===== config.mk =====
export PLATFORM = sky130hd
export DESIGN_NAME = sparse_to_dense_flat
export DESIGN_NICKNAME = d
export VERILOG_FILES = /design/src/rtl/sparse_to_dense_if.sv /design/src/rtl/sparse_to_dense.sv /design/src/flat_wrapper.sv
export SDC_FILE = /design/constraint.sdc
export NUM_CORES = 2
export LEC_CHECK = 0
export CORE_ASPECT_RATIO = 1.1
export CORE_MARGIN = 10
export CORE_UTILIZATION = 30
export DETAILED_ROUTE_END_ITERATION = 10
export GPL_TIMING_DRIVEN = 1
export PLACE_DENSITY_LB_ADDON = 0.08
export REMOVE_ABC_BUFFERS = 1
export SLEW_MARGIN = 20
export SYNTH_ARGS = -nofsm -noshare
export SYNTH_HDL_FRONTEND = slang
export SYNTH_SLANG_ARGS = --single-unit

===== constraint.sdc =====
create_clock -name clk -period 13.5 [get_ports clk]
set_input_delay 4.05 -clock clk [delete_from_list [all_inputs] [get_ports clk]]
set_output_delay 4.05 -clock clk [all_outputs]
set_load 0.1 [all_outputs]

===== src/rtl/sparse_to_dense_if.sv =====
// AXI4 bundle (32-bit data, single-bit IDs) between sparse_to_dense and its memory.
// master: the scatter engine; slave: the memory/interconnect side.
interface sparse_to_dense_if;
   // Read address
   logic        ARREADY;
   logic        ARVALID;
   logic [31:0] ARADDR;
   logic [7:0]  ARLEN;
   logic [2:0]  ARSIZE;
   logic [1:0]  ARBURST;
   logic        ARID;
   logic        ARLOCK;
   logic [3:0]  ARCACHE;
   logic [2:0]  ARPROT;
   logic [3:0]  ARQOS;
   // Read data
   logic        RREADY;
   logic        RVALID;
   logic [31:0] RDATA;
   logic        RID;
   logic        RLAST;
   logic [1:0]  RRESP;
   // Write address
   logic        AWREADY;
   logic        AWVALID;
   logic [31:0] AWADDR;
   logic [7:0]  AWLEN;
   logic [2:0]  AWSIZE;
   logic [1:0]  AWBURST;
   logic        AWID;
   logic        AWLOCK;
   logic [3:0]  AWCACHE;
   logic [2:0]  AWPROT;
   logic [3:0]  AWQOS;
   // Write data
   logic        WREADY;
   logic        WVALID;
   logic [31:0] WDATA;
   logic [3:0]  WSTRB;
   logic        WLAST;
   // Write response
   logic        BREADY;
   logic        BVALID;
   logic        BID;
   logic [1:0]  BRESP;

   modport master (
      input  ARREADY,
      output ARVALID, ARADDR, ARLEN, ARSIZE, ARBURST, ARID, ARLOCK, ARCACHE, ARPROT, ARQOS,
      output RREADY,
      input  RVALID, RDATA, RID, RLAST, RRESP,
      input  AWREADY,
      output AWVALID, AWADDR, AWLEN, AWSIZE, AWBURST, AWID, AWLOCK, AWCACHE, AWPROT, AWQOS,
      input  WREADY,
      output WVALID, WDATA, WSTRB, WLAST,
      output BREADY,
      input  BVALID, BID, BRESP
   );

   modport slave (
      output ARREADY,
      input  ARVALID, ARADDR, ARLEN, ARSIZE, ARBURST, ARID, ARLOCK, ARCACHE, ARPROT, ARQOS,
      input  RREADY,
      output RVALID, RDATA, RID, RLAST, RRESP,
      output AWREADY,
      input  AWVALID, AWADDR, AWLEN, AWSIZE, AWBURST, AWID, AWLOCK, AWCACHE, AWPROT, AWQOS,
      output WREADY,
      input  WVALID, WDATA, WSTRB, WLAST,
      input  BREADY,
      output BVALID, BID, BRESP
   );
endinterface


===== src/rtl/sparse_to_dense.sv =====
// sparse_to_dense: scatter engine. Reads a list of 32-bit vertex indices and writes
// io_writeValue to denseBase + 4*idx for each one, over a single AXI4 master.
// Optional build macro SPARSE_TO_DENSE_ERRCNT_EN adds io_errorCount (non-OKAY R/B beats).
module sparse_to_dense #(
   parameter int unsigned QUEUE_DEPTH = 32,
   parameter int unsigned BURST_MAX   = 8,
   parameter int unsigned MAX_OUTB    = 16
) (
   input  logic               clk,
   input  logic               reset,
   input  logic [31:0]        io_sparseBasePtr,
   input  logic [31:0]        io_denseBasePtr,
   input  logic [31:0]        io_sparseCount,
   input  logic [31:0]        io_writeValue,
   input  logic               io_start,
   output logic               io_finished,
   output logic [31:0]        io_writeCount,
`ifdef SPARSE_TO_DENSE_ERRCNT_EN
   output logic [31:0]        io_errorCount,
`endif
   sparse_to_dense_if.master  aximm32
);

   localparam int unsigned PTR_W  = $clog2(QUEUE_DEPTH);
   localparam int unsigned CNT_W  = PTR_W + 1;
   localparam int unsigned OUTB_W = $clog2(MAX_OUTB + 1);

   typedef enum logic [1:0] {StIdle, StRun, StFinished} state_e;

   state_e              state_q;
   logic [31:0]         ar_addr_q, dense_base_q, count_q, value_q, reads_left_q;
   logic                arvalid_q;
   logic [7:0]          arlen_q;
   logic [CNT_W-1:0]    ar_beats_q, inflight_q, fifo_cnt_q;
   logic [PTR_W-1:0]    wr_ptr_q, rd_ptr_q;
   logic [31:0]         fifo_mem [QUEUE_DEPTH];
   logic                awvalid_q, wvalid_q, rready_q, bready_q;
   logic [31:0]         awaddr_q, writes_issued_q, write_count_q;
   logic [OUTB_W-1:0]   outb_q;

   logic                ar_hs, r_hs, aw_hs, w_hs, b_hs;
   logic                hold_free, pop, ar_launch, all_done;
   logic [CNT_W-1:0]    free_slots, next_beats;
   logic [31:0]         head_idx;

   assign ar_hs = arvalid_q & aximm32.ARREADY;
   assign r_hs  = aximm32.RVALID & rready_q;
   assign aw_hs = awvalid_q & aximm32.AWREADY;
   assign w_hs  = wvalid_q & aximm32.WREADY;
   assign b_hs  = aximm32.BVALID & bready_q;

   // Holding register is free once both AW and W have handshaken (possibly this cycle).
   assign hold_free = ~(awvalid_q & ~aw_hs) & ~(wvalid_q & ~w_hs);
   assign pop = (state_q == StRun) & hold_free & (fifo_cnt_q != '0)
              & (outb_q < OUTB_W'(MAX_OUTB));

   // In-flight read beats hold reserved slots so R data can always be accepted.
   assign free_slots = CNT_W'(QUEUE_DEPTH) - fifo_cnt_q - inflight_q;
   assign next_beats = (reads_left_q < 32'(BURST_MAX)) ? CNT_W'(1) : CNT_W'(BURST_MAX);
   assign ar_launch  = (state_q == StRun) & ~arvalid_q & (reads_left_q != '0)
                     & (free_slots >= next_beats);

   assign all_done = (writes_issued_q == count_q) & (write_count_q == count_q) & (outb_q == '0);
   assign head_idx = fifo_mem[rd_ptr_q];

   // Index FIFO storage; no reset needed, occupancy is tracked separately.
   always_ff @(posedge clk) begin
      if (r_hs) fifo_mem[wr_ptr_q] <= aximm32.RDATA;
   end

   // Control FSM plus read, write and response bookkeeping.
   always_ff @(posedge clk) begin
      if (reset) begin
         state_q         <= StIdle;
         ar_addr_q       <= '0;
         dense_base_q    <= '0;
         count_q         <= '0;
         value_q         <= '0;
         reads_left_q    <= '0;
         arvalid_q       <= 1'b0;
         arlen_q         <= '0;
         ar_beats_q      <= '0;
         inflight_q      <= '0;
         fifo_cnt_q      <= '0;
         wr_ptr_q        <= '0;
         rd_ptr_q        <= '0;
         awvalid_q       <= 1'b0;
         wvalid_q        <= 1'b0;
         awaddr_q        <= '0;
         rready_q        <= 1'b0;
         bready_q        <= 1'b0;
         writes_issued_q <= '0;
         write_count_q   <= '0;
         outb_q          <= '0;
      end else begin
         // Read address channel: ARVALID/ARADDR/ARLEN stay stable until accepted.
         if (ar_launch) begin
            arvalid_q  <= 1'b1;
            arlen_q    <= 8'(next_beats - CNT_W'(1));
            ar_beats_q <= next_beats;
         end else if (ar_hs) begin
            arvalid_q    <= 1'b0;
            ar_addr_q    <= ar_addr_q + {(32 - CNT_W - 2)'(0), ar_beats_q, 2'b00};
            reads_left_q <= reads_left_q - 32'(ar_beats_q);
         end
         inflight_q <= inflight_q + (ar_launch ? next_beats : CNT_W'(0)) - CNT_W'(r_hs);

         // FIFO occupancy and pointers.
         fifo_cnt_q <= fifo_cnt_q + CNT_W'(r_hs) - CNT_W'(pop);
         if (r_hs) wr_ptr_q <= wr_ptr_q + PTR_W'(1);
         if (pop)  rd_ptr_q <= rd_ptr_q + PTR_W'(1);

         // Write side: AW and W raised together, each dropped on its own handshake.
         if (pop) begin
            awvalid_q       <= 1'b1;
            wvalid_q        <= 1'b1;
            awaddr_q        <= dense_base_q + (head_idx << 2);
            writes_issued_q <= writes_issued_q + 32'd1;
         end else begin
            if (aw_hs) awvalid_q <= 1'b0;
            if (w_hs)  wvalid_q  <= 1'b0;
         end
         outb_q        <= outb_q + OUTB_W'(pop) - OUTB_W'(b_hs);
         write_count_q <= write_count_q + 32'(b_hs);

         // State transitions last so run-start clears take priority.
         case (state_q)
            StIdle: begin
               if (io_start) begin
                  state_q         <= StRun;
                  ar_addr_q       <= io_sparseBasePtr;
                  dense_base_q    <= io_denseBasePtr;
                  count_q         <= io_sparseCount;
                  value_q         <= io_writeValue;
                  reads_left_q    <= io_sparseCount;
                  writes_issued_q <= '0;
                  write_count_q   <= '0;
                  outb_q          <= '0;
                  rready_q        <= 1'b1;
                  bready_q        <= 1'b1;
               end
            end
            StRun: begin
               if (all_done) begin
                  state_q  <= StFinished;
                  rready_q <= 1'b0;
               end
            end
            StFinished: begin
               if (!io_start) begin
                  state_q  <= StIdle;
                  bready_q <= 1'b0;
               end
            end
            default: state_q <= StIdle;
         endcase
      end
   end

`ifdef SPARSE_TO_DENSE_ERRCNT_EN
   logic [31:0] err_cnt_q;
   logic        r_err, b_err;

   assign r_err = r_hs & (aximm32.RRESP != 2'b00);
   assign b_err = b_hs & (aximm32.BRESP != 2'b00);

   // Error beats are only counted; data and responses flow as usual.
   always_ff @(posedge clk) begin
      if (reset) begin
         err_cnt_q <= '0;
      end else if (state_q == StIdle && io_start) begin
         err_cnt_q <= '0;
      end else begin
         err_cnt_q <= err_cnt_q + 32'(r_err) + 32'(b_err);
      end
   end

   assign io_errorCount = err_cnt_q;

   logic unused_inputs;
   assign unused_inputs = ^{aximm32.RID, aximm32.RLAST, aximm32.BID};
`else
   logic unused_inputs;
   assign unused_inputs = ^{aximm32.RID, aximm32.RLAST, aximm32.RRESP, aximm32.BID,
                            aximm32.BRESP};
`endif

   assign io_finished   = (state_q == StFinished);
   assign io_writeCount = write_count_q;

   assign aximm32.ARVALID = arvalid_q;
   assign aximm32.ARADDR  = ar_addr_q;
   assign aximm32.ARLEN   = arlen_q;
   assign aximm32.ARSIZE  = 3'd2;
   assign aximm32.ARBURST = 2'd1;
   assign aximm32.ARID    = 1'b0;
   assign aximm32.ARLOCK  = 1'b0;
   assign aximm32.ARCACHE = 4'd2;
   assign aximm32.ARPROT  = 3'd0;
   assign aximm32.ARQOS   = 4'd0;
   assign aximm32.RREADY  = rready_q;

   assign aximm32.AWVALID = awvalid_q;
   assign aximm32.AWADDR  = awaddr_q;
   assign aximm32.AWLEN   = 8'd0;
   assign aximm32.AWSIZE  = 3'd2;
   assign aximm32.AWBURST = 2'd1;
   assign aximm32.AWID    = 1'b0;
   assign aximm32.AWLOCK  = 1'b0;
   assign aximm32.AWCACHE = 4'd2;
   assign aximm32.AWPROT  = 3'd0;
   assign aximm32.AWQOS   = 4'd0;

   assign aximm32.WVALID  = wvalid_q;
   assign aximm32.WDATA   = value_q;
   assign aximm32.WSTRB   = 4'hF;
   assign aximm32.WLAST   = 1'b1;
   assign aximm32.BREADY  = bready_q;

endmodule

===== src/flat_wrapper.sv =====
// flat-port wrapper written by rule: the top's interface ports become plain ports
module sparse_to_dense_flat 
#(
   parameter int unsigned QUEUE_DEPTH = 32,
   parameter int unsigned BURST_MAX   = 8,
   parameter int unsigned MAX_OUTB    = 16
)
  (clk, reset, io_sparseBasePtr, io_denseBasePtr, io_sparseCount, io_writeValue, io_start, io_finished, io_writeCount, aximm32_ARREADY, aximm32_ARVALID, aximm32_ARADDR, aximm32_ARLEN, aximm32_ARSIZE, aximm32_ARBURST, aximm32_ARID, aximm32_ARLOCK, aximm32_ARCACHE, aximm32_ARPROT, aximm32_ARQOS, aximm32_RREADY, aximm32_RVALID, aximm32_RDATA, aximm32_RID, aximm32_RLAST, aximm32_RRESP, aximm32_AWREADY, aximm32_AWVALID, aximm32_AWADDR, aximm32_AWLEN, aximm32_AWSIZE, aximm32_AWBURST, aximm32_AWID, aximm32_AWLOCK, aximm32_AWCACHE, aximm32_AWPROT, aximm32_AWQOS, aximm32_WREADY, aximm32_WVALID, aximm32_WDATA, aximm32_WSTRB, aximm32_WLAST, aximm32_BREADY, aximm32_BVALID, aximm32_BID, aximm32_BRESP);
  sparse_to_dense_if aximm32_i ();
  input  logic clk;
  input  logic reset;
  input  logic [31:0] io_sparseBasePtr;
  input  logic [31:0] io_denseBasePtr;
  input  logic [31:0] io_sparseCount;
  input  logic [31:0] io_writeValue;
  input  logic io_start;
  output logic io_finished;
  output logic [31:0] io_writeCount;
  input wire logic [$bits(aximm32_i.ARREADY)-1:0] aximm32_ARREADY;
  output wire logic [$bits(aximm32_i.ARVALID)-1:0] aximm32_ARVALID;
  output wire logic [$bits(aximm32_i.ARADDR)-1:0] aximm32_ARADDR;
  output wire logic [$bits(aximm32_i.ARLEN)-1:0] aximm32_ARLEN;
  output wire logic [$bits(aximm32_i.ARSIZE)-1:0] aximm32_ARSIZE;
  output wire logic [$bits(aximm32_i.ARBURST)-1:0] aximm32_ARBURST;
  output wire logic [$bits(aximm32_i.ARID)-1:0] aximm32_ARID;
  output wire logic [$bits(aximm32_i.ARLOCK)-1:0] aximm32_ARLOCK;
  output wire logic [$bits(aximm32_i.ARCACHE)-1:0] aximm32_ARCACHE;
  output wire logic [$bits(aximm32_i.ARPROT)-1:0] aximm32_ARPROT;
  output wire logic [$bits(aximm32_i.ARQOS)-1:0] aximm32_ARQOS;
  output wire logic [$bits(aximm32_i.RREADY)-1:0] aximm32_RREADY;
  input wire logic [$bits(aximm32_i.RVALID)-1:0] aximm32_RVALID;
  input wire logic [$bits(aximm32_i.RDATA)-1:0] aximm32_RDATA;
  input wire logic [$bits(aximm32_i.RID)-1:0] aximm32_RID;
  input wire logic [$bits(aximm32_i.RLAST)-1:0] aximm32_RLAST;
  input wire logic [$bits(aximm32_i.RRESP)-1:0] aximm32_RRESP;
  input wire logic [$bits(aximm32_i.AWREADY)-1:0] aximm32_AWREADY;
  output wire logic [$bits(aximm32_i.AWVALID)-1:0] aximm32_AWVALID;
  output wire logic [$bits(aximm32_i.AWADDR)-1:0] aximm32_AWADDR;
  output wire logic [$bits(aximm32_i.AWLEN)-1:0] aximm32_AWLEN;
  output wire logic [$bits(aximm32_i.AWSIZE)-1:0] aximm32_AWSIZE;
  output wire logic [$bits(aximm32_i.AWBURST)-1:0] aximm32_AWBURST;
  output wire logic [$bits(aximm32_i.AWID)-1:0] aximm32_AWID;
  output wire logic [$bits(aximm32_i.AWLOCK)-1:0] aximm32_AWLOCK;
  output wire logic [$bits(aximm32_i.AWCACHE)-1:0] aximm32_AWCACHE;
  output wire logic [$bits(aximm32_i.AWPROT)-1:0] aximm32_AWPROT;
  output wire logic [$bits(aximm32_i.AWQOS)-1:0] aximm32_AWQOS;
  input wire logic [$bits(aximm32_i.WREADY)-1:0] aximm32_WREADY;
  output wire logic [$bits(aximm32_i.WVALID)-1:0] aximm32_WVALID;
  output wire logic [$bits(aximm32_i.WDATA)-1:0] aximm32_WDATA;
  output wire logic [$bits(aximm32_i.WSTRB)-1:0] aximm32_WSTRB;
  output wire logic [$bits(aximm32_i.WLAST)-1:0] aximm32_WLAST;
  output wire logic [$bits(aximm32_i.BREADY)-1:0] aximm32_BREADY;
  input wire logic [$bits(aximm32_i.BVALID)-1:0] aximm32_BVALID;
  input wire logic [$bits(aximm32_i.BID)-1:0] aximm32_BID;
  input wire logic [$bits(aximm32_i.BRESP)-1:0] aximm32_BRESP;
  assign aximm32_i.ARREADY = aximm32_ARREADY;
  assign aximm32_ARVALID = aximm32_i.ARVALID;
  assign aximm32_ARADDR = aximm32_i.ARADDR;
  assign aximm32_ARLEN = aximm32_i.ARLEN;
  assign aximm32_ARSIZE = aximm32_i.ARSIZE;
  assign aximm32_ARBURST = aximm32_i.ARBURST;
  assign aximm32_ARID = aximm32_i.ARID;
  assign aximm32_ARLOCK = aximm32_i.ARLOCK;
  assign aximm32_ARCACHE = aximm32_i.ARCACHE;
  assign aximm32_ARPROT = aximm32_i.ARPROT;
  assign aximm32_ARQOS = aximm32_i.ARQOS;
  assign aximm32_RREADY = aximm32_i.RREADY;
  assign aximm32_i.RVALID = aximm32_RVALID;
  assign aximm32_i.RDATA = aximm32_RDATA;
  assign aximm32_i.RID = aximm32_RID;
  assign aximm32_i.RLAST = aximm32_RLAST;
  assign aximm32_i.RRESP = aximm32_RRESP;
  assign aximm32_i.AWREADY = aximm32_AWREADY;
  assign aximm32_AWVALID = aximm32_i.AWVALID;
  assign aximm32_AWADDR = aximm32_i.AWADDR;
  assign aximm32_AWLEN = aximm32_i.AWLEN;
  assign aximm32_AWSIZE = aximm32_i.AWSIZE;
  assign aximm32_AWBURST = aximm32_i.AWBURST;
  assign aximm32_AWID = aximm32_i.AWID;
  assign aximm32_AWLOCK = aximm32_i.AWLOCK;
  assign aximm32_AWCACHE = aximm32_i.AWCACHE;
  assign aximm32_AWPROT = aximm32_i.AWPROT;
  assign aximm32_AWQOS = aximm32_i.AWQOS;
  assign aximm32_i.WREADY = aximm32_WREADY;
  assign aximm32_WVALID = aximm32_i.WVALID;
  assign aximm32_WDATA = aximm32_i.WDATA;
  assign aximm32_WSTRB = aximm32_i.WSTRB;
  assign aximm32_WLAST = aximm32_i.WLAST;
  assign aximm32_BREADY = aximm32_i.BREADY;
  assign aximm32_i.BVALID = aximm32_BVALID;
  assign aximm32_i.BID = aximm32_BID;
  assign aximm32_i.BRESP = aximm32_BRESP;
  sparse_to_dense #(.QUEUE_DEPTH(QUEUE_DEPTH), .BURST_MAX(BURST_MAX), .MAX_OUTB(MAX_OUTB)) u_core (.clk(clk), .reset(reset), .io_sparseBasePtr(io_sparseBasePtr), .io_denseBasePtr(io_denseBasePtr), .io_sparseCount(io_sparseCount), .io_writeValue(io_writeValue), .io_start(io_start), .io_finished(io_finished), .io_writeCount(io_writeCount), .aximm32(aximm32_i));
endmodule

## After elaboration in Yosys (flattened, before gate mapping)

Memory sizes are Yosys's and may differ from the RTL's. A register that Yosys moved wholly into a read port is not among the register bits.
Cells that the tools add are included.

- Add/sub/neg operators: 16
- $lt $le $gt $ge: 3
- Equality and inequality tests: 7
- Multiplexer cells: 36
- Bitwise gates (word level): 21
- Reductions and logical operators: 13

Operators by type and width:

| kind | count |
|---|---|
| $mux W32 | 13 |
| $eq A32 B32 Y1 | 2 |
| $add A32 B1 Y32 | 1 |
| $add A32 B1 Y32 const B | 1 |
| $add A32 B32 Y32 | 1 |
| $add A32 B8 Y32 | 1 |
| $lt A32 B4 Y1 const B | 1 |
| $reduce_bool A32 Y1 | 1 |
| $sub A32 B6 Y32 | 1 |
| $mux W5 | 4 |
| $and A1 B1 Y1 | 16 |
| $sub A6 B1 Y6 | 2 |
| $mux W1 | 11 |
| $add A5 B1 Y5 const B | 2 |
| $reduce_bool A2 Y1 | 5 |
| $reduce_and A3 Y1 | 3 |
| $sub A6 B1 Y7 const B | 1 |
| $add A6 B1 Y6 | 1 |
| $add A6 B6 Y6 | 1 |
| $ge A6 B6 Y1 | 1 |
| $mux W2 | 3 |
| $mux W6 | 1 |
| $pmux W2 S3 | 1 |
| $reduce_bool A6 Y1 | 1 |
| other kinds (15) | 21 |

- Register bits after elaboration: 304
- Bits in writable memories: 1024
- Output and inout bits: 191
- Memories: 1

Memories:

| name | words | bits a word | read ports | clocked after Yosys merged registers in | wr ports | line | text |
|---|---|---|---|---|---|---|---|
| u_core.fifo_mem | 32 | 32 | 1 | 1 | 1 | sparse_to_dense.sv:36 | `logic [31:0] fifo_mem [QUEUE_DEPTH];` |

## Longest topological paths before layout

- Depth in word-level cells: 12
- Depth in mapped cells: 19

## Least setup slack after synthesis

No wires, ideal clock.

- Kind: input to register
- Start point: in aximm32_RVALID
- End point: mem u_core.fifo_mem[23][0] (enable)
- Setup time: 0.461 ns
- Data arrival time: 6.931 ns
- Required time: 13.039 ns
- Setup slack: 6.108 ns
- Stages: 4
- Cell sequence: and2_1 > clkbuf_1 > nand3_1 > nor3b_1

- Word-level cells in the longest chain between the ends: 3

RTL lines:

| element | line | text |
|---|---|---|
| start: declaration | flat_wrapper.sv:31 | `input wire logic [$bits(aximm32_i.RVALID)-1:0] aximm32_RVALID;` |
| $and A1 B1 Y1 | sparse_to_dense.sv:47 | `assign r_hs = aximm32.RVALID & rready_q;` |
| via u_core.r_hs | sparse_to_dense.sv:41 | `logic ar_hs, r_hs, aw_hs, w_hs, b_hs;` |
| $mux W1 | sparse_to_dense.sv:68 | `if (r_hs) fifo_mem[wr_ptr_q] <= aximm32.RDATA;` |
| $mux W1 (not written as such) | sparse_to_dense.sv:68 |  |
| end: declaration | sparse_to_dense.sv:36 |  |

The timed path passes the listed nets, and every way through them passes these cells.

## Worst setup path after layout

- Start point: in aximm32_AWREADY
- End point: reg u_core.writes_issued_q[30]

- Word-level cells in the longest chain between the ends: 11

RTL lines:

| element | line | text |
|---|---|---|
| start: declaration | flat_wrapper.sv:36 | `input wire logic [$bits(aximm32_i.AWREADY)-1:0] aximm32_AWREADY;` |
| $and A1 B1 Y1 (*) | sparse_to_dense.sv:48 | `assign aw_hs = awvalid_q & aximm32.AWREADY;` |
| $not A1 Y1 (*) | sparse_to_dense.sv:53 | `assign hold_free = ~(awvalid_q & ~aw_hs) & ~(wvalid_q & ~w_hs);` |
| $and A1 B1 Y1 (*) | sparse_to_dense.sv:53 |  |
| $not A1 Y1 (*) | sparse_to_dense.sv:53 |  |
| $and A1 B1 Y1 (*) | sparse_to_dense.sv:53 |  |
| $and A1 B1 Y1 (*) (2 in a row) | sparse_to_dense.sv:54 | `assign pop = (state_q == StRun) & hold_free & (fifo_cnt_q != '0)` |
| $and A1 B1 Y1 (*) | sparse_to_dense.sv:55 | `& (outb_q < OUTB_W'(MAX_OUTB));` |
| $mux W32 (*) | sparse_to_dense.sv:114 | `if (pop) begin` |
| $mux W32 | sparse_to_dense.sv:129 | `if (io_start) begin` |
| $mux W32 (*) | sparse_to_dense.sv:127 | `case (state_q)` |
| end signal: assignment | sparse_to_dense.sv:118 | `writes_issued_q <= writes_issued_q + 32'd1;` |
| end: declaration | sparse_to_dense.sv:38 | `logic [31:0] awaddr_q, writes_issued_q, write_count_q;` |

Every way passes the cells marked *; elsewhere a longest branch is shown, timed or not.
A chain may end at the register's enable or synchronous reset.

==> flow_summary.json <==
{
  "post-route-period-util_pct": 52.3,
  "power_leakage_uw": 0.0198,
  "post-place-ws_ns": 5.55,
  "status": "finished clean",
  "grt_pass1_vias": 30000,
  "root_buffer": "clkbuf_16",
  "io_buffers": 302,
  "remaining_drc_errors": 0,
  "grt_setup_unrepaired": "no",
  "wl_met3_mm": 6.36,
  "worstPathCellList": "clkdlybuf4s50_1 > nor2b_1 > nor4_1 > o31ai_4 > inv_2 > buf_4 > nand4_1 > nor2b_1 > nand4_1 > xor2_1 > nor2_1",
  "finalHoldViolCount": 0,
  "max_slew.worst_pin.slew_ns": 1.14,
  "syn-cell-area_um2": 51600,
  "die_x_um": 416,
  "drt-pass1-iter-count": 7,
  "syn_inst": 3292,
  "endpoint_kind": "flip-flop",
  "dieArea_um2": 189000,
  "wl_per_cell_um": 26.8,
  "min_path_type": "reg2reg",
  "cp_top_family": "simple AND/OR/NAND/NOR gates",
  "maxCapViolCount": 0,
  "cts_buffers": 144,
  "nFillCells": 16200,
  "drive_gt1_share_pct": 17.4,
  "dieHeight_um": 455,
  "async_reset_ff_share_pct": 0,
  "path_max_fanout": 33,
  "worstPathArrival_ns": 7.73,
  "vias_per_cell": 4.86,
  "nets": 3892,
  "cp_data_required_time_ns": 14.16,
  "cts_sinks": 1257,
  "cts-resized-gates": 0,
  "insertion_delay_ns": 0.80,
  "io_pins": 366,
  "drt_iter0_markers": 2234,
  "cts_tree": "yes",
  "crit_path_start_kind": "input pin",
  "grt-ovfl-total": 0,
  "highest_layer": "met5",
  "ys_types": 75,
  "cts_hold_buf": 0,
  "worstSetupPathType": "in2reg",
  "crit_buf_inv": 3,
  "clock_skew_ns": 0.0408,
  "synthTopCellsByCount": "edfxtp_1, nand2_1, dfxtp_1",
  "drt_wl_total_mm": 161,
  "syn_avg_cell_area_um2": 15.7,
  "rows": 159,
  "fmax_mhz": 142,
  "irDropWorstVdd_uv": 103,
  "setup_ws_ns": 6.44,
  "finalSetupTns_ns": 0,
  "dp_hpwl_mm": 95.4,
  "gp_congestion": 0.735,
  "grt_max_degree": 140,
  "slew_headroom_pct": 23.4,
  "synthTopCellsByArea": "edfxtp_1, mux4_2, dfxtp_1",
  "drv_slew": 0,
  "grt_pass1_wl_mm": 227,
  "power.density_nw_per_um2": 162,
  "max_stage_delay_ns": 0.63,
  "syn2layout_area_growth_pct": 19.8,
  "path_clk_slew_ns": 0.06,
  "synth_top_area_cell": "edfxtp_1",
  "synth_edf_count": 960,
  "initial_core_util_pct": 30.2,
  "ys.flop_type": "edfxtp_1",
  "cts_max_level": 4,
  "ys_seq_area_share_pct": 67.3,
  "core_area_um2": 171000,
  "ant_nets": 0,
  "crit_slowest_cell": "nor4_1",
  "ys.warnings.count": 0,
  "finalCoreUtilization_pct": 36.2,
  "wl_met1_mm": 68.4,
  "period_needed_ns": 7.06,
  "synth-seq-cells": 1257,
  "cts_max_path_buffers": 3,
  "yosys.cell_count.top_type": "edfxtp_1",
  "wl_met2_mm": 81.2,
  "vias": 29200,
  "grt_antenna_before_repair": 11,
  "grtUsageTotal_pct": 16.7,
  "cts_setup_buffers": 0,
  "setup_viol": 0,
  "synth_top_area_share_pct": 55.8
}
## final cells by class
type	count	area (um2)	area share [%]
clock inverters	70	579	0.936
diodes	4	10.0	0.0162
multi-input cells	1811	16000	25.9
well taps	2254	2820	4.56
inverters	61	229	0.370
flip-flops and latches	1257	34800	56.2
repair buffers	362	3460	5.58
clock buffers	196	3970	6.41
## metal layers
metal  vias to the layer above  track usage (%)
met2                       680             28.9
met4                         4             5.70
met5                         -                0
met3                       219             2.86
li1                      13200                -
met1                     15100             21.0
## worst paths after layout
kind,from,endpoint,slack (ns),cells past startpoint
worst max-delay path,aximm32_AWREADY,u_core.writes_issued_q[30],6.44,11
worst min-delay path,u_core.aximm32.WDATA[8],u_core.aximm32.WDATA[8],0.45,2
worst max register to register,flip-flop,u_core.aximm32.AWADDR[29],6.94,15
worst min register to register,u_core.aximm32.WDATA[8],u_core.aximm32.WDATA[8],0.45,2
## worst register-to-register path, stage by stage, from the launching register on
cell	delay, ns
dfxtp_4	0.69
buf_12	0.51
buf_12	0.71
mux4_2	0.64
mux4_2	0.48
mux2i_1	0.54
inv_1	0.10
ha_1	0.30
a21oi_1	0.07
o211ai_1	0.40
nand4_1	0.51
a211oi_1	0.39
nor2_1	0.16
o41ai_1	0.65
xnor2_1	0.20
o21ai_0	0.09
## power by group
part	switching (uW)	internal, uW
Clock	1630	2180
Sequential	110	4240
Combinational	1120	724
Total	2860	7150
## metrics by stage
stage	hold WS, ns	instance area (um2)	std cells	power [uW]
global route	0.469	61900	6014	10400
finish	0.451	61900	6015	10000
CTS	0.454	61900	6011	10200
detailed placement	0.446	57400	5745	6320
floorplan	0.426	50800	3129	5950
global placement	0.439	57400	5745	6330
## layout by cell type, fill, tap and decap left out, drive strengths merged, types with 13 or more instances in the layout
master	count
nand3	64
xor2	90
buf	75
ha	75
o21ai	37
edfxtp	960
clkbuf	197
a21oi	198
or3	23
nor2b	18
mux2i	13
mux4	296
a211oi	39
nor2	198
mux2	28
xnor2	90
inv	68
dfxtp	297
nand4	29
nor3	33
conb	54
clkinv	57
clkdlybuf4s50	286
and3	35
a21o	21
nand2	337
## registers in the layout, indices dropped and copies added (netlist names), 2 cells and up, named ones only
register	flops
u_core.aximm32.WDATA	32
u_core.count_q	32
u_core.state_q	2
u_core.reads_left_q	32
u_core.dense_base_q	32
u_core.writes_issued_q	32
u_core.aximm32.ARADDR	32
u_core.rd_ptr_q	5
u_core.aximm32.AWADDR	32
u_core.io_writeCount	32
u_core.wr_ptr_q	5
u_core.fifo_mem	960
u_core.inflight_q	6
u_core.fifo_cnt_q	6
u_core.outb_q	5
## cell families after synthesis
group | count (synthesis) | synth area share [%]
flip-flops | 1257 | 67.3
AND/OR/NAND/NOR | 803 | 7.19
AO/OA/AOI/OAI | 357 | 4.14
multiplexers | 337 | 13.8
buffers and inverters | 276 | 2.50
XOR/XNOR | 180 | 3.05
adder cells (fa/ha/maj) | 80 | 2.01
other | 2 | 0.0145
Note: power is estimated with default switching activity, not from simulation.
